`src/rtl/lcd_frame_streamer.sv`:
```
// Raster-scans the pixel memory and streams one RAMWR command plus the whole
// frame of RGB565 pixels to an SPI (mode 0) LCD, one frame per start request.
module lcd_frame_streamer #(
    parameter int unsigned WIDTH     = 128,
    parameter int unsigned HEIGHT    = 128,
    parameter int unsigned SCLK_DIV  = 4,
    parameter logic [7:0]  CMD_RAMWR = 8'h2C
) (
    input  logic        clk,
    input  logic        rst_n,
    input  logic        start,
    output logic [7:0]  ram_addr_x,
    output logic [7:0]  ram_addr_y,
    input  logic [15:0] ram_data,
    output logic        lcd_sclk,
    output logic        lcd_mosi,
    output logic        lcd_cs_n,
    output logic        lcd_dc,
    output logic        busy,
    output logic        frame_done
);

    localparam int unsigned CW     = (SCLK_DIV > 1) ? $clog2(2 * SCLK_DIV) : 1;
    localparam logic [CW-1:0] PH_HI  = CW'(SCLK_DIV);
    localparam logic [CW-1:0] PH_END = CW'(2 * SCLK_DIV - 1);
    localparam logic [7:0] X_LAST   = 8'(WIDTH - 1);
    localparam logic [7:0] Y_LAST   = 8'(HEIGHT - 1);
    localparam logic [3:0] CMD_LAST = 4'd7;
    localparam logic [3:0] PIX_LAST = 4'd15;

    typedef enum logic [2:0] {
        ST_IDLE,
        ST_CMD,
        ST_FETCH,
        ST_PIX,
        ST_DONE
    } state_t;

    state_t        state, state_d;
    logic [CW-1:0] ph, ph_d;
    logic [3:0]    bit_cnt, bit_d;
    logic [15:0]   sreg, sreg_d;
    logic [7:0]    x_d, y_d;
    logic          sclk_d, mosi_d, cs_n_d, dc_d, busy_d, done_d;
    logic          shifting;

    // State, counters and all pins registered together
    always_ff @(posedge clk or negedge rst_n) begin
        if (!rst_n) begin
            state      <= ST_IDLE;
            ph         <= '0;
            bit_cnt    <= '0;
            sreg       <= '0;
            ram_addr_x <= '0;
            ram_addr_y <= '0;
            lcd_sclk   <= 1'b0;
            lcd_mosi   <= 1'b0;
            lcd_cs_n   <= 1'b1;
            lcd_dc     <= 1'b0;
            busy       <= 1'b0;
            frame_done <= 1'b0;
        end else begin
            state      <= state_d;
            ph         <= ph_d;
            bit_cnt    <= bit_d;
            sreg       <= sreg_d;
            ram_addr_x <= x_d;
            ram_addr_y <= y_d;
            lcd_sclk   <= sclk_d;
            lcd_mosi   <= mosi_d;
            lcd_cs_n   <= cs_n_d;
            lcd_dc     <= dc_d;
            busy       <= busy_d;
            frame_done <= done_d;
        end
    end

    // Next state; pin values are decoded from the next state so they align with it
    always_comb begin
        state_d = state;
        ph_d    = ph;
        bit_d   = bit_cnt;
        sreg_d  = sreg;
        x_d     = ram_addr_x;
        y_d     = ram_addr_y;

        case (state)
            ST_IDLE: begin
                if (start) begin
                    state_d = ST_CMD;
                    ph_d    = '0;
                    bit_d   = '0;
                    sreg_d  = {CMD_RAMWR, 8'h00};
                end
            end
            ST_CMD, ST_PIX: begin
                if (ph == PH_END) begin
                    ph_d   = '0;
                    sreg_d = {sreg[14:0], 1'b0};
                    bit_d  = bit_cnt + 4'd1;
                    if (state == ST_CMD && bit_cnt == CMD_LAST) begin
                        state_d = ST_FETCH;
                    end else if (state == ST_PIX && bit_cnt == PIX_LAST) begin
                        if (ram_addr_x == X_LAST && ram_addr_y == Y_LAST) begin
                            state_d = ST_DONE;
                        end else begin
                            state_d = ST_FETCH;
                            if (ram_addr_x == X_LAST) begin
                                x_d = '0;
                                y_d = ram_addr_y + 8'd1;
                            end else begin
                                x_d = ram_addr_x + 8'd1;
                            end
                        end
                    end
                end else begin
                    ph_d = ph + CW'(1);
                end
            end
            ST_FETCH: begin
                // Cycle 1 lets the address settle, cycle 2 captures the word
                if (ph == '0) begin
                    ph_d = CW'(1);
                end else begin
                    state_d = ST_PIX;
                    ph_d    = '0;
                    bit_d   = '0;
                    sreg_d  = ram_data;
                end
            end
            ST_DONE: begin
                state_d = ST_IDLE;
                x_d     = '0;
                y_d     = '0;
            end
            default: state_d = ST_IDLE;
        endcase

        shifting = (state_d == ST_CMD) || (state_d == ST_PIX);
        sclk_d   = shifting && (ph_d >= PH_HI);
        mosi_d   = shifting && sreg_d[15];
        cs_n_d   = !(shifting || state_d == ST_FETCH);
        dc_d     = (state_d == ST_PIX) || (state_d == ST_FETCH);
        busy_d   = (state_d != ST_IDLE);
        done_d   = (state_d == ST_DONE);
    end

endmodule

```
`config.mk`:
```
export PLATFORM = sky130hd
export DESIGN_NAME = lcd_frame_streamer
export DESIGN_NICKNAME = d
export VERILOG_FILES = /design/src/rtl/lcd_frame_streamer.sv
export SDC_FILE = /design/constraint.sdc
export NUM_CORES = 1
export LEC_CHECK = 0
export BUFFER_PORTS_ARGS = -buffer_cell sky130_fd_sc_hd__buf_2
export CAP_MARGIN = 20
export CORE_UTILIZATION = 58
export DETAILED_ROUTE_END_ITERATION = 7
export PLACE_DENSITY = 0.82
export REMOVE_ABC_BUFFERS = 1
export SKIP_CTS_REPAIR_TIMING = 1
export SLEW_MARGIN = 30
export SYNTH_ARGS = -nofsm -noshare
export SYNTH_HDL_FRONTEND = slang
export SYNTH_SLANG_ARGS = --single-unit
```
`constraint.sdc`:
```
create_clock -name clk -period 2.8 [get_ports clk]
set_input_delay 0.84 -clock clk [delete_from_list [all_inputs] [get_ports clk]]
set_output_delay 0.84 -clock clk [all_outputs]
set_load 0.05 [all_outputs]
```
Word-level counts from Yosys, hierarchy flattened
Cells that the tools add are included.

operators by class
  $add $sub $neg = 4
  $lt $le $gt $ge = 1
  muxes and demuxes = 31
  reduce and logical (&&, ||, !) cells = 18
  eq/ne operators = 20

operators with widths
  kind                                            count
  two-way mux 8 bit                               10
  two-way mux 16 bit                              3
  case mux 16 bit (3 select lines)                1
  case mux 8 bit (2 select lines)                 2
  two-way mux 3 bit                               8
  case mux 3 bit (3 select lines)                 2
  adder 8 x 1 -> 8 bit (second input constant)    2
  == test 8 x 7 -> 1 bit (second input constant)  2
  != test 2 bit (second input constant)           7
  == test 3 x 2 -> 1 bit (second input constant)  4
  two-way mux 4 bit                               3
  case mux 4 bit (3 select lines)                 1
  == test 3 bit (second input constant)           3
  == test 3 x 1 -> 1 bit (second input constant)  2
  logical NOT 3 bit                               2
  AND reduction 6 bit                             1
  nonzero test 3 bit                              2
  logical AND 1 bit                               5
  AND reduction 5 bit                             1
  adder 4 x 1 -> 4 bit (second input constant)    1
  == test 4 x 3 -> 1 bit (second input constant)  1
  == test 4 bit (second input constant)           1
  AND reduction 4 bit                             1
  adder 3 x 1 -> 3 bit (second input constant)    1
  6 further kinds                                 8

storage, ports and cells
  input port bits = 19
  output and inout bits = 22
  register bits = 48
  logic and storage cells = 87

Longest topological paths before layout
Gate-level depths: netlist of the first run.

  depth after elaboration = 11
  mapped depth = 9

Worst setup path before layout of the first run
No wires, ideal clock.

  path type = reg-to-reg
  start point = reg ram_addr_x[0]
  end point = reg ram_addr_x[6]
  slack = 669 ps
  period minus slack after synthesis = 2131 ps
  data arrival time = 2053 ps
  stages on the path, launching flop included = 8
  cells stage by stage = dfrtp_1 ha_1 and3_4 buf_6 and4_4 buf_6 or4_1 a21oi_1

on the way
  longest elaborated chain between the ends = 7
  elaborated cells between the ends (all ways) = 11
  those cells by class = add/sub: 1; eq/ne: 2; mux: 6; reduce/logical: 2

ends and longest elaborated chain
  item                                                                   RTL line       text
  from (decl)                                                            12             output logic [7:0] ram_addr_x,
  from (signal assigned)                                                 54             ram_addr_x <= '0;
  from (signal assigned)                                                 67             ram_addr_x <= x_d;
  adder 8 x 1 -> 8 bit / == test 8 x 7 -> 1 bit (equally long branches)  112, 104, 108
  two-way mux 8 bit                                                      108            if (ram_addr_x == X_LAST) begin
  two-way mux 8 bit                                                      104            if (ram_addr_x == X_LAST && ram_addr_y == Y_LAST) begin
  two-way mux 8 bit                                                      103            end else if (state == ST_PIX && bit_cnt == PIX_LAST) begin
  two-way mux 8 bit                                                      101            if (state == ST_CMD && bit_cnt == CMD_LAST) begin
  two-way mux 8 bit                                                      97             if (ph == PH_END) begin
  case mux 8 bit (2 select lines)                                        87             case (state)

Several ways; a longest one is shown, not always the timed one. The select of a mux whose other input is x is not followed.
A chain may end at the register's enable or synchronous reset.

==> flow_metrics.tcl, run 1 <==
set metrics [dict create \
    cts_root_buf "clkbuf_8" \
    wl_per_cell_um 16.87 \
    drive_gt1_share_pct 24.00 \
    die_area_um2 4490 \
    power_frac_clock_pct 36.3 \
    path_class "flip-flop to flip-flop" \
    drtIter0Drc 171 \
    clk_latency_ns 0.30 \
    power_frac_comb_pct 4.1 \
    drtPass1Iterations 5 \
    netlist_area_um2 2451 \
    r2r_slack_ns 0.42 \
    holdWs_ns 0.5118 \
    rows 23 \
    antenna_found_initial 0 \
    io_buffers 40 \
    coreArea_um2 4029 \
    max_cap_violations 0 \
    power_frac_seq_pct 59.6 \
    intPower_mw 0.9248 \
    cp_max_fo 26 \
    routed-via-count 2062 \
    grt_pass1_vias 1967 \
    layout_min_cycle_time_ns 2.384 \
    grt_max_degree 39 \
    cp_data_arrival_time_ns 2.60 \
    worst_slew_pin_slew_ns 0.8441 \
    max_freq_mhz 419.5 \
    clk_pin_slew_worst_paths_ns 0.09 \
    clock_skew_ns 0.003401 \
    ir_worst_vdd_v 0.0003009 \
    setup_viol 0 \
    endpoint_kind "flip-flop" \
    async_reset_ff_share_pct 100.0 \
    vias_per_cell 6.345 \
    post-route-drc-count 0 \
    setup-tns-final_ns 0 \
    yosys_warnings 0 \
    wl_met3_um 269 \
    period_share_pct 85.13 \
    ant_nets 0 \
    grt-ovfl-total 0 \
    status "completed" \
    antenna_cells 0 \
    cts_buffer_depth 2 \
    nets 299 \
    cts_htree_levels 2 \
    powerDensity_nw_per_um2 431.5 \
    die_h_um 67.01 \
    die_w_um 67.01 \
    grt_usage_pct 28.34 \
    cts_tree "yes" \
    place_congestion 0.8051 \
    start_util_pct 60.84 \
    synth-edff-count 0 \
    wl_met1_um 2441 \
    worst_slew_margin_rel_pct 43.73 \
    grt_pass1_wl_um 9356 \
    cts_made_buffers 5 \
    synth_area_per_cell_um2 10.39 \
    startpoint_type "flip-flop" \
    synthesis.instances 236 \
    synthDistinctLibCells 50 \
    dr_wl_met2_um 2687 \
    rsz0062_at_grt "no" \
    p_switching_mw 0.2667 \
    yosysSeqAreaShare_pct 49.06 \
    leakage_nw 1.272 \
    top_layer "met4" \
    drv_slew 0 \
    hold_violations 0 \
    layout_common_cells "dfrtp_1 (47), buf_2 (40), nand2_1 (17)" \
    cp.required_ns 3.02 \
    p_sw_share_pct 22.38 \
    clkSinkCount 48 \
    syn2layout_area_growth_pct 12.66 \
    hp-class "flip-flop to flip-flop" \
    wirelength_um 5484 \
    ys_ff_latch 48 \
    layout_commonest_cell "dfrtp_1" \
    dp_hpwl_um 3748 \
    pin_count 41 \
    ys.flop_type "dfrtp_1" \
]
## metal layers
metal | vias to the layer above | track usage, %
li1 | 972 | -
met4 | 0 | 10.37
met2 | 70 | 41.88
met3 | 10 | 8.048
met1 | 1010 | 39.20
met5 | - | 0
## power by group through the flow
| stage | combinational (mW) | clock (mW) | sequential, mW |
|---|---|---|---|
| final | 0.0491 | 0.432 | 0.710 |
| after global routing | 0.0563 | 0.466 | 0.711 |
| after CTS | 0.0506 | 0.442 | 0.710 |
| after detailed placement | 0.0498 | 0 | 0.724 |
| after global placement | 0.0490 | 0 | 0.724 |
| after floorplan | 0.0152 | 0 | 0.725 |
## final timing paths
kind	start	end	cells past startpoint
setup reg to reg	flip-flop	ram_addr_x[3]	6
hold / removal	sreg[8]	sreg[9]	1
hold reg to reg	sreg[8]	sreg[9]	1
min in group asynchronous	rst_n	ram_addr_x[7]	1
max in group asynchronous	rst_n	sreg[12]	2
setup / recovery	flip-flop	ram_addr_x[3]	6
## logic make-up after synthesis
group,count (synthesis),share of synthesized area [%]
AND/OR/NAND/NOR,100,24.50
AO/OA/AOI/OAI,56,16.74
flip-flops,48,49.06
buffers and inverters,20,4.287
adder cells (fa/ha/maj),6,3.063
multiplexers,4,1.634
XOR/XNOR,2,0.7148
## final cells by class
type                            count  area [um2]
Tap cell                           50       62.56
Timing Repair Buffer               45       237.7
Sequential cell                    48        1202
Clock buffer                        6       82.58
Inverter                            6       22.52
Multi-Input combinational cell    168        1144
Fill cell                         311        1267
Clock inverter                      2       10.01
## Yosys cell counts (2+ instances only)
cell type	number	area [um2]
dfrtp_1	47	1176
nand2_1	17	63.81
nand3_1	16	80.08
a221o_1	14	140.1
a21oi_1	12	60.06
and3_1	12	75.07
o21ai_0	10	50.05
o31ai_1	9	67.56
nor2_1	8	30.03
or4_1	7	52.55
clkbuf_1	6	22.52
ha_1	6	75.07
inv_1	6	22.52
and2_1	5	31.28
mux2i_1	4	40.04
nand4_1	4	25.02
or2_2	4	25.02
and4_1	3	26.28
buf_2	3	15.01
buf_4	3	22.52
nor2b_1	3	18.77
nor3_1	3	15.01
a22o_1	2	17.52
and3b_1	2	17.52
buf_6	2	22.52
nand2b_1	2	12.51
nor3b_1	2	15.01
o311ai_0	2	17.52
## state kept, by name (all words and copies together), names as in the netlist, named ones only
name and cells:
lcd_sclk 1, ram_addr_y 8, lcd_dc 1, bit_cnt 4, state 3, busy 1
sreg 16, frame_done 1, ph 2, lcd_cs_n 1, lcd_mosi 1, ram_addr_x 8
## metrics by stage
| stage | total power, mW | worst slack (ns) | utilization, % | area, um2 | cells |
|---|---|---|---|---|---|
| after detailed placement | 0.7735 | 0.4514 | 66.24 | 2669 | 317 |
| final | 1.192 | 0.4165 | 68.54 | 2761 | 325 |
| after floorplan | 0.7399 | 0.5456 | - | 2369 | 222 |
| after global routing | 1.234 | 0.2391 | 68.54 | 2761 | 325 |
| after global placement | 0.7725 | 0.5932 | 66.24 | 2669 | 317 |
| after CTS | 1.203 | 0.4194 | 68.54 | 2761 | 325 |
## critical path, stage by stage, from the launching register on
cell and delay (ns):
dfrtp_1 0.40, ha_1 0.18, ha_1 0.28, and3b_1 0.44, nand2_4 0.25, or4_1 0.52, a211oi_1 0.23
Power figures use the tool's default switching activity.
==> run 2: changes to the inputs <==
Settings changed: RECOVER_POWER set to 100.
==> run 2 against run 1 <==
Against the previous run:
- the flow now finishes with violations (max-capacitance violations, max-slew violations)
- clock power about the same
- sequential power about the same
- final area decreased by 1.4%
- combinational power decreased by 3%
- highest routed layer unchanged
- first-iteration DRC count decreased by 29%
- cell count unchanged
- flip-flop and latch count unchanged
- largest cell class unchanged
- maximum frequency decreased by 4.2%
- non-clock buffer count unchanged
- utilization decreased by 0.99 points
- critical path type unchanged
- wire length increased by 0.20%
==> flow_metrics.tcl, run 2 (synthesized netlist as in run 1, its figures left out) <==
set metrics [dict create \
    place_congestion 0.8051 \
    max_stage_delay_ns 0.47 \
    largest_reg_flops 16 \
    slowest_stage "clkbuf_1" \
    dp_hpwl_um 3748 \
    top_usage_layer "met2" \
    die_area_um2 4490 \
    coreArea_um2 4029 \
    cts_made_buffers 5 \
    antenna_found_initial 0 \
    grtUsageMet3_pct 8.048 \
    post-route-drc-count 0 \
    grt-ovfl-total 0 \
    hold_violations 0 \
    grt_usage_pct 28.34 \
    pin_count 41 \
    crit_top_cell "ha_1" \
    grt_pass1_vias 1967 \
    top_register "sreg" \
    start_util_pct 60.84 \
    routed-via-count 2050 \
    wl_per_cell_um 16.91 \
    postLayoutSetupSlackWorst_ns 0.3126 \
    worst_slew_pin_slew_ns 2.011 \
    clkSinkCount 48 \
    io_buffers 40 \
    max_freq_mhz 402.0 \
    max_cap_violations 1 \
    grtUsageMet2_pct 41.88 \
    endpoint_kind "flip-flop" \
    r2r-end "ram_addr_y[6]" \
    cp_max_fo 11 \
    die_w_um 67.01 \
    wirelength_um 5495 \
    status "complete, but fails checks" \
    cts_root_buf "clkbuf_8" \
    setup_viol 0 \
    holdWs_ns 0.5139 \
    power_mw 1.193 \
    cts_htree_levels 2 \
    endpoint "ram_addr_y[6]" \
    layout_commonest_cell "dfrtp_1" \
    vias_per_cell 6.308 \
    hp-class "flip-flop to flip-flop" \
    leakage_nw 1.166 \
    die_h_um 67.01 \
    ir_worst_vdd_v 0.0003009 \
    cts_buffer_depth 2 \
    path_class "flip-flop to flip-flop" \
    cp_data_arrival_time_ns 2.73 \
    place_ws_ns 0.4514 \
    crit_chain "ha_1 > ha_1 > and3b_1 > clkbuf_1 > nand4_1 > or3_1 > a21oi_1" \
    drv_slew 39 \
    nets 299 \
    layout_common_cells "dfrtp_1 (47), clkbuf_1 (26), nand2_1 (17)" \
    setup-tns-final_ns 0 \
    grt_use_met1_pct 39.20 \
    clk_pin_slew_worst_paths_ns 0.09 \
    cts_tree "yes" \
    startpoint_type "flip-flop" \
    min_path_cells 1 \
    r2r_cells 7 \
    top_regs "sreg (16), ram_addr_x (8), ram_addr_y (8)" \
    grt_pass1_wl_um 9356 \
    hold_start "sreg[8]" \
    clock_skew_ns 0.003954 \
    powerDensity_nw_per_um2 438.2 \
    period_share_pct 88.83 \
    r2r_slack_ns 0.31 \
    syn2layout_area_growth_pct 11.03 \
    antenna_cells 0 \
    drive_gt1_share_pct 14.55 \
    clk_latency_ns 0.31 \
    layout_min_cycle_time_ns 2.487 \
    rows 23 \
    rsz0062_at_grt "no" \
    drtIter0Drc 122 \
    worst_slew_margin_rel_pct -34.07 \
    cp.required_ns 3.04 \
    ant_nets 0 \
    grt_max_degree 39 \
    drtPass1Iterations 4 \
    violations "max-capacitance violations, max-slew violations" \
]
-- run 2: per-stage QoR --
step	area [um2]	instances	utilization, %
final	2721	325	67.55
after floorplan	2369	222	-
after global routing	2721	325	67.55
after CTS	2761	325	68.54
after global placement	2669	317	66.24
after detailed placement	2669	317	66.24
-- run 2: power breakdown --
group          internal [mW]  leakage (nW)  switching, mW
clock                  0.198        0.0510          0.237
sequential             0.704         0.599        0.00588
combinational         0.0213         0.516         0.0261
-- run 2: final cells by class --
cell class	count	area [um2]
clock inverter	2	10.01
clock buffer	6	82.58
timing repair buffer	45	197.7
tap	50	62.56
multi-input combinational	168	1144
fill	326	1308
inverter	6	22.52
sequential	48	1202
-- run 2: worst min-delay path by stage --
| stage | to | slack [ns] |
|---|---|---|
| floorplan | sreg[0] | 0.47 |
| global placement | sreg[8] | 0.48 |
| detailed placement | sreg[9] | 0.49 |
| CTS | sreg[9] | 0.52 |
| global route | sreg[0] | 0.54 |
| finish | sreg[9] | 0.51 |
-- run 2: per-layer routing --
metal,wire [um],part of all wire (%)
met5,0,0
met4,114,2.1
met3,240,4.4
met2,2630,48
met1,2509,46
-- run 2: worst max-delay path, delay by kind of cell, from the launching register on --
kind            cells  cell delay, ns
flops               1            0.40
buf+inv             1            0.47
fa+ha+maj           2            0.47
simple gates        3            0.94
compound gates      1            0.14
==> run 3: changes to the inputs <==
Settings changed: CORE_ASPECT_RATIO set to 0.9.
==> run 3 against run 2 <==
Against the previous run:
- the run ends with design-rule violations left
- sequential power is essentially flat
- via count shrank 1.4%
- critical endpoint is now bit_cnt[2]
- cell count shrank 0.92%
- highest routed layer unchanged
- hold slack lost 0.0064 ns
- worst setup slack gained 0.050 ns
- largest power group unchanged
- register-to-register slack gained 0.05 ns
==> flow_metrics.tcl, run 3 (synthesized netlist as in run 1, its figures left out) <==
set metrics [dict create \
    cts_htree_levels 2 \
    clock_skew_ns 0.01335 \
    cts_root_buf "clkbuf_8" \
    final_core_util_pct 66.40 \
    period_share_pct 87.06 \
    worstSetupPathDepth 7 \
    slowest_stage "a31oi_1" \
    routed-via-count 2021 \
    grt-ovfl-total 0 \
    grt_max_degree 49 \
    power_frac_clock_pct 34.3 \
    leakage_nw 1.161 \
    dp_hpwl_um 3432 \
    cts_made_buffers 5 \
    pin_count 41 \
    power_frac_seq_pct 61.7 \
    clk_pin_slew_worst_paths_ns 0.09 \
    top_regs "sreg (16), ram_addr_x (8), ram_addr_y (8)" \
    worst_slew_pin_slew_ns 1.135 \
    r2r_cells 7 \
    worst_slew_margin_rel_pct 24.32 \
    cp_top_family "compound AO/OA/AOI/OAI gates" \
    intPower_mw 0.9012 \
    drive_gt1_share_pct 14.23 \
    p_sw_share_pct 21.76 \
    power_frac_comb_pct 4.1 \
    crit_top_cell "ha_1" \
    drtPass1Iterations 6 \
    drv_slew 0 \
    post-route-drc-count 2 \
    cts_buffer_depth 2 \
    violations "design-rule violations" \
    layout_min_cycle_time_ns 2.438 \
    max_freq_mhz 410.2 \
    crit_chain "ha_1 > ha_1 > and3b_1 > clkbuf_1 > a31oi_1 > o21ai_0 > o31ai_1" \
    worstPathBufferInverterCount 1 \
    die_w_um 70.53 \
    startpoint_type "flip-flop" \
    grt_pass1_vias 1896 \
    rows 22 \
    coreArea_um2 4074 \
    clkSinkCount 48 \
    syn2layout_area_growth_pct 10.36 \
    cts_tree "yes" \
    max_stage_delay_ns 0.56 \
    powerDensity_nw_per_um2 425.8 \
    antenna_found_initial 0 \
    hp-class "flip-flop to flip-flop" \
    drtIter0Drc 223 \
    io_buffers 40 \
    hold_violations 0 \
    setup_viol 0 \
    cp_max_fo 10 \
    top_register "sreg" \
    cp.required_ns 3.02 \
    nets 298 \
    p_switching_mw 0.2507 \
    wl_per_cell_um 15.96 \
    status "complete, but fails checks" \
    rsz0062_at_grt "no" \
    grt_usage_pct 24.96 \
    clk_latency_ns 0.30 \
    path_class "flip-flop to flip-flop" \
    place_congestion 0.8092 \
    ant_nets 0 \
    antenna_cells 0 \
    max_cap_violations 0 \
    cp_data_arrival_time_ns 2.66 \
    die_h_um 63.67 \
    endpoint_kind "flip-flop" \
    ir_worst_vdd_v 0.0003587 \
    layout_common_cells "dfrtp_1 (47), clkbuf_1 (26), nand2_1 (17), buf_2 (17), nand3_1 (16)" \
    grt_pass1_wl_um 8797 \
    start_util_pct 60.17 \
    vias_per_cell 6.276 \
    min_path_cells 1 \
    wirelength_um 5140 \
    layout_commonest_cell "dfrtp_1" \
    setup-tns-final_ns 0 \
    largest_reg_flops 16 \
    die_area_um2 4490 \
]
==> run 3: final cells by class <==
class,count,area [um2]
clock buffer,7,76.32
clock inverter,1,5.005
fill,333,1369
inverter,6,22.52
multi-input combinational,168,1144
sequential,48,1202
tap,48,60.06
timing repair buffer,44,195.2
==> run 3: power by group through the flow <==
stage / clock (mW) / sequential [mW] / combinational, mW
6_report: 0.395 / 0.710 / 0.0469
5_1_grt: 0.429 / 0.712 / 0.0526
4_1_cts: 0.397 / 0.710 / 0.0490
3_5_place_dp: 0 / 0.724 / 0.0488
3_3_place_gp: 0 / 0.723 / 0.0477
2_1_floorplan: 0 / 0.725 / 0.0152
==> run 3: final timing paths <==
check                                from         end  slack [ns]
worst max-delay path            flip-flop  bit_cnt[2]        0.36
worst min-delay path              sreg[7]     sreg[8]        0.51
worst max register to register  flip-flop  bit_cnt[2]        0.36
worst min register to register    sreg[7]     sreg[8]        0.51
max in group asynchronous           rst_n     sreg[1]        1.27
min in group asynchronous           rst_n    lcd_mosi        0.83
==> run 3: worst register-to-register path, cell delays in order (launching register included) <==
cell and delay (ns):
dfrtp_1 0.41, ha_1 0.21, ha_1 0.26, and3b_1 0.35, clkbuf_1 0.29, a31oi_1 0.56, o21ai_0 0.19, o31ai_1 0.09
==> run 3: per-stage QoR <==
step	cells	hold WS, ns	setup WS, ns	cell area (um2)	power [mW]
6_report	322	0.5076	0.3622	2705	1.152
5_1_grt	322	0.5193	0.1593	2705	1.193
4_1_cts	322	0.5033	0.4371	2740	1.156
3_5_place_dp	314	0.4903	0.4722	2659	0.7724
3_3_place_gp	314	0.4847	0.5452	2659	0.7708
2_1_floorplan	222	0.4674	0.5456	2369	0.7399
==> run 3: metal layers <==
metal	share of wire, %	track usage, %
met5	0	0
met4	1.1	7.908
met2	45	37.26
met3	6.1	5.440
met1	48	36.23
